### config.mk
export PLATFORM = sky130hd
export DESIGN_NAME = prio_enc_rr
export DESIGN_NICKNAME = d
export VERILOG_FILES = /design/src/rtl/prio_enc_rr.sv
export SDC_FILE = /design/constraint.sdc
export NUM_CORES = 1
export LEC_CHECK = 0
export ABC_AREA = 1
export BUFFER_PORTS_ARGS = -buffer_cell sky130_fd_sc_hd__buf_4
export CORE_MARGIN = 5
export CORE_UTILIZATION = 56
export DETAILED_ROUTE_END_ITERATION = 12
export GPL_ROUTABILITY_DRIVEN = 0
export GPL_TIMING_DRIVEN = 0
export PLACE_DENSITY = 0.78
export SETUP_SLACK_MARGIN = 0.02
export SKIP_CTS_REPAIR_TIMING = 1
export SYNTH_ARGS = -nofsm -noshare
export SYNTH_HDL_FRONTEND = slang
export SYNTH_SLANG_ARGS = --single-unit
### constraint.sdc
create_clock -name clk -period 2.8 [get_ports clk]
set_input_delay 0.56 -clock clk [delete_from_list [all_inputs] [get_ports clk]]
set_output_delay 0.56 -clock clk [all_outputs]
set_load 0.005 [all_outputs]
### src/rtl/prio_enc_rr.sv
// Priority encoder with fixed or round-robin arbitration and a registered,
// ready/valid handshaked output index.
// Optional multi-hot capture counter: define PRIO_ENC_ERR_CNT_EN to enable
// err_cnt; otherwise err_cnt is tied to zero.
module prio_enc_rr #(
   parameter int N = 8,
   parameter int W = $clog2(N)
) (
   input  logic         clk,
   input  logic         rst,
   input  logic [N-1:0] a,
   input  logic         mode,
   input  logic         y_ready,
   output logic [W-1:0] y,
   output logic         valid,
   output logic         multi,
   output logic [7:0]   err_cnt
);

   typedef enum logic {IDLE = 1'b0, HOLD = 1'b1} state_t;

   state_t       state_q, state_d;
   logic [W-1:0] y_q, ptr_q, ptr_d;
   logic         multi_q;

   logic         hs;        // consumer accepts the held index this cycle
   logic         cap;       // a new index is captured this cycle
   logic         any_req;
   logic         multi_d;
   logic [W-1:0] ptr_wrap;  // y_q + 1 modulo N
   logic [W-1:0] ptr_eff;   // pointer the round-robin scan starts from
   logic [W-1:0] fix_idx, rr_idx, sel_idx;
   logic         rr_hit;
   int           rr_j;

   assign any_req = |a;
   assign hs      = (state_q == HOLD) && y_ready;
   assign cap     = any_req && ((state_q == IDLE) || hs);
   // Clearing the lowest set bit leaves something only if two or more were set.
   assign multi_d = |(a & (a - N'(1)));

   assign ptr_wrap = (y_q == W'(N - 1)) ? '0 : y_q + W'(1);
   // A back-to-back capture must already see the pointer advanced by the
   // handshake happening in the same cycle.
   assign ptr_eff  = hs ? ptr_wrap : ptr_q;
   assign ptr_d    = hs ? ptr_wrap : ptr_q;

   // Fixed priority: last set bit in ascending scan is the highest index.
   always_comb begin
      fix_idx = '0;
      for (int i = 0; i < N; i++) begin
         if (a[i]) fix_idx = W'(i);
      end
   end

   // Round-robin: first set bit scanning from ptr_eff upward with wrap at N.
   always_comb begin
      rr_idx = '0;
      rr_hit = 1'b0;
      rr_j   = 0;
      for (int k = 0; k < N; k++) begin
         rr_j = int'(ptr_eff) + k;
         if (rr_j >= N) rr_j = rr_j - N;
         if (!rr_hit && a[rr_j]) begin
            rr_hit = 1'b1;
            rr_idx = W'(rr_j);
         end
      end
   end

   assign sel_idx = mode ? rr_idx : fix_idx;

   // State register.
   always_ff @(posedge clk or posedge rst) begin
      if (rst) state_q <= IDLE;
      else     state_q <= state_d;
   end

   // Next-state logic: hold until accepted, refill immediately if requests remain.
   always_comb begin
      state_d = state_q;
      case (state_q)
         IDLE:    if (any_req) state_d = HOLD;
         HOLD:    if (y_ready && !any_req) state_d = IDLE;
         default: state_d = IDLE;
      endcase
   end

   // Output decode from state.
   always_comb begin
      valid = (state_q == HOLD);
   end

   // Captured index, multi-hot flag and round-robin pointer.
   always_ff @(posedge clk or posedge rst) begin
      if (rst) begin
         y_q     <= '0;
         multi_q <= 1'b0;
         ptr_q   <= '0;
      end else begin
         ptr_q <= ptr_d;
         if (cap) begin
            y_q     <= sel_idx;
            multi_q <= multi_d;
         end
      end
   end

   assign y     = y_q;
   assign multi = multi_q;

`ifdef PRIO_ENC_ERR_CNT_EN
   logic [7:0] err_q;

   // Saturating count of multi-hot captures.
   always_ff @(posedge clk or posedge rst) begin
      if (rst)                                   err_q <= '0;
      else if (cap && multi_d && err_q != 8'hFF) err_q <= err_q + 8'd1;
   end

   assign err_cnt = err_q;
`else
   assign err_cnt = 8'd0;
`endif

endmodule

Yosys cells after proc, flatten, opt, wreduce, memory -nomap -nowiden. Cells that the tools add are included.

Input bits: 12. Flip-flop bits (word level): 8. Output and inout port bits: 13. Word-level logic and storage cells: 121.

Order comparisons: 16. Equality and inequality tests: 1. $add $sub $neg: 17. Reduce and logical (&&, ||, !) cells: 21. Bitwise gates (word level): 2. Multiplexer cells: 60.

Operators by type and width (count): $lt 32x5->1 const B (8); $mux 32 (8); $mux 3 (15); $sub 4x4->5 const B (7); $ge 4x4->1 const B (7); $mux 1 (26); $bmux 1 s3 (8); $add 3x3->4 const B (4); $reduce_or 8->1 (2); $logic_and 1x1->1 (10); $add 3x2->4 const B (2); $and 8x8->8 (1); $logic_not 1->1 (8); $sub 8x1->8 const B (1); $sub 3x4->5 const B (1); $add 3x1->4 const B (1); $ge 3x4->1 const B (1); $mux 2 (2); $add 3x1->3 const B (1); $eq 3x3->1 const B (1); $pmux 1 s2 (1); $logic_or 1x1->1 (1); $not 1->1 (1).

Logic depth before layout (Yosys ltp).
Depth in word-level cells: 31. Gate-level depth with buffers: 23. Mapped depth without buffers: 22.

Worst setup path after synthesis. Ideal clock, no wire load.

Kind: register to register. From: register y_q[0], in the netlist y[0]. To: register y_q[1], in the netlist y[1]. Clock period less this slack: 2600 ps. Arrival: 2480 ps. Setup slack: 200 ps. Library setup time: 120 ps. Data required time: 2680 ps. Buffers on the path: 0. Stages on the path, launching flop included: 20. Path through: dfrtp_1 -> ha_1 -> ha_1 -> inv_1 -> nand2_1 -> nand2_1 -> nand2_1 -> ha_1 -> inv_1 -> nand3_1 -> nand3_2 -> nand2_2 -> nor2_8 -> nand4_4 -> nor2_4 -> nand2_2 -> o21ai_1 -> inv_1 -> nand2_1 -> a21oi_2.

Cells in the longest elaborated chain, start to end: 31. Elaborated cells between the ends (all ways): 89. Classes of those cells: 16 x add/sub; 8 x order compare; 1 x eq/ne; 50 x mux; 14 x reduce/logical.

Ends and longest elaborated chain: from (decl) (RTL line 23) `logic [W-1:0] y_q, ptr_q, ptr_d;`; from (signal assigned) (RTL line 103) `y_q <= sel_idx;`; $add 3x1->3 or $eq 3x3->1 (tied branches) (RTL line 42) `assign ptr_wrap = (y_q == W'(N - 1)) ? '0 : y_q + W'(1);`; $mux 3 (*) (RTL line 42); $mux 3 (*); branches (longest 26 deep; another with $sub 4x4->5); $mux 3 (*) (RTL line 64) `if (!rr_hit && a[rr_j]) begin`; $mux 3 (*) (RTL line 71) `assign sel_idx = mode ? rr_idx : fix_idx;`.

Every way passes the cells marked *. The select of a mux whose other input is x is not followed. A chain may end at the register's enable or synchronous reset.

Final worst setup path. Ends and elaborated chain as after synthesis.

==> impl_metrics.env <==
export IMPL_max_cap_violations=0
export IMPL_cp_top_family="simple AND/OR/NAND/NOR gates"
export IMPL_hp_class="in2async"
export IMPL_skew_ns=0.002224
export IMPL_wl_met3_um=287
export IMPL_vdd_drop_max_mv=1.163
export IMPL_wl_met1_mm=1.630
export IMPL_period_share=0.9806
export IMPL_yosys_top_cells_area="nand2_1, dfrtp_1, nand3_1"
export IMPL_dieArea_um2=3479
export IMPL_wl_met2_mm=1.981
export IMPL_crit_required_ns=2.94
export IMPL_core_um2=2255
export IMPL_drt_iter0_drc=74
export IMPL_dp_cells=285
export IMPL_ys_types=30
export IMPL_reg2reg_depth=21
export IMPL_fin_crit_ns=2.746
export IMPL_die_h_um=58.99
export IMPL_synth_top_cell_by_area="nand2_1"
export IMPL_total_power_mw=2.409
export IMPL_finalSetupViolations=0
export IMPL_power_density_nw_per_um2=1319
export IMPL_cp_arrival_ns=2.88
export IMPL_ys_seq_area_frac=0.1490
export IMPL_end_kind="flop"
export IMPL_die_w_um=58.99
export IMPL_cts_path_max_buffers=2
export IMPL_r2r_end="y[1]"
export IMPL_overflow=0
export IMPL_cts_made_buffers=3
export IMPL_cts_num_sinks=8
export IMPL_status="finished clean"
export IMPL_cp_cell_sequence="ha_4 > ha_4 > nor2_4 > nand2_4 > nand2_4 > buf_8 > buf_4 > nand2_2 > nand3_1 > nand3_1 > nand2_4 > nor2_8 > buf_4 > nand2_1 > nor2_1 > nor2_1 > nand3_1 > nor2_1 > nand2_1 > nand2_1 > a21oi_2"
export IMPL_dpl_cell_area_um2=1525
export IMPL_grt_pass1_vias=1225
export IMPL_final_core_util=0.8102
export IMPL_antenna_cells=0
export IMPL_avgSynthCellArea_um2=5.743
export IMPL_slew_violations=0
export IMPL_io_buffers=16
export IMPL_clkTransAtPathRegs_ns=0.05
export IMPL_drc_errors=0
export IMPL_rrSetupSlack_ns=0.05
export IMPL_htree_levels=1
export IMPL_wl_per_cell_um=13.19
export IMPL_areaGrowthSynthToFinish_pct=35.94
export IMPL_root_buffer="clkbuf_4"
export IMPL_drtPass1Iterations=5
export IMPL_antenna_found_initial=0
export IMPL_fmax_mhz=364.2
export IMPL_ant_nets=0
export IMPL_design_area_um2=1827
export IMPL_critPathBufInv=3
export IMPL_netlist_instances=234
export IMPL_top_layer="met4"
export IMPL_critPathSlowestCell="dfrtp_2"
export IMPL_crit_cells=21
export IMPL_crit_fanout=8
export IMPL_cp_start_kind="flop"
export IMPL_cts_tree="done"
export IMPL_row_count=17
export IMPL_grt_start_max_net_pins=12
export IMPL_grt_pass1_wl_mm=5.547
export IMPL_hold_viol=0
export IMPL_synth_top_area_frac=0.2207
export IMPL_ys_warn_count=0
export IMPL_p_leak_nw=0.9855
export IMPL_io_pins=25
export IMPL_clkLatencyLatePin_ns=0.25
export IMPL_vias=1582
export IMPL_cp_slowest_stage_delay_ns=0.45
export IMPL_critPathKind="reg2reg"
export IMPL_nets=291
export IMPL_rr_startpoint="y[0]"
export IMPL_netlist_area_um2=1344
export IMPL_ys_seq_elements=8
export IMPL_drive_gt1_frac=0.3370
export IMPL_vias_per_cell=5.256
export IMPL_dpl_hpwl_mm=2.701
export IMPL_fin_cells=301
export IMPL_drt_wl_total_mm=3.971
export IMPL_track_usage=0.2049
export IMPL_start_util=0.5960
==> state kept, by name (all words and copies together), names as in the netlist <==
signal  cells
ptr_q       3
y           3
multi       1
valid       1
==> cell usage in the layout, fill, tap and decap left out, drive strengths merged <==
cell type  synthesis  final
nand2             90     90
buf               10     39
nand3             34     34
nor2              29     29
inv               29     29
o21ai             10     10
conb               1      8
a21oi              8      8
dfrtp              8      8
ha                 4      4
nand4              4      4
clkbuf             0      3
o211ai             2      2
nor3               2      2
xor2               1      1
xnor2              1      1
o22ai              1      1
==> report_power, final <==
group / internal [mW] / switching, mW
Sequential: 0.157 / 0.0435
Clock: 0.0490 / 0.0378
Combinational: 0.834 / 1.29
Total: 1.04 / 1.37
==> synthesized netlist by cell type, drive strengths merged <==
| cell | count |
|---|---|
| nor2 | 29 |
| inv | 29 |
| conb | 1 |
| o211ai | 2 |
| dfrtp | 8 |
| a21oi | 8 |
| nor3 | 2 |
| o21ai | 10 |
| nand2 | 90 |
| buf | 10 |
| xnor2 | 1 |
| o22ai | 1 |
| nand3 | 34 |
| nand4 | 4 |
| ha | 4 |
| xor2 | 1 |
==> stage by stage <==
step | setup slack, ns | setup TNS [ns] | hold slack (ns)
finish | 0.05424 | 0 | 0.2535
global route | -0.07892 | -0.1027 | 0.2819
CTS | -0.1412 | -0.3660 | 0.2585
detailed placement | -0.1279 | -0.3146 | 0.5150
global placement | -0.1115 | -0.2566 | 0.4985
floorplan | 0.2000 | 0 | 0.3757
==> how the worst max path moves through the flow <==
stage	start	end	slack [ns]
after floorplan	y[0]	y[1]	0.20
after global placement	y[0]	y[1]	-0.11
after detailed placement	y[0]	y[1]	-0.13
after CTS	y[0]	y[1]	-0.14
after global routing	y[0]	y[2]	-0.08
final	y[0]	y[1]	0.05
==> cells by family after synthesis <==
kind of cell	after synthesis	share of synthesized area
buf+inv	39	0.1415
fa+ha+maj	4	0.03725
simple gates	159	0.5512
other cells	1	0.002791
flops	8	0.1490
compound gates	21	0.09963
xor+xnor	2	0.01863
==> layout make-up <==
cell class	instances	area [um2]
inverters	29	116.4
clock buffers	3	22.52
flip-flops and latches	8	201.4
well taps	28	35.03
repair buffers	29	217.7
multi-input cells	194	1147
fillers	174	427.9
plain buffers	10	86.33
==> routing by layer <==
metal  GRT usage  vias to the layer above
met5           0                        -
met4     0.07120                        0
met3     0.01961                        8
met2      0.3186                       73
met1      0.2930                      691
li1            -                      810
Power figures use the tool's default switching activity.
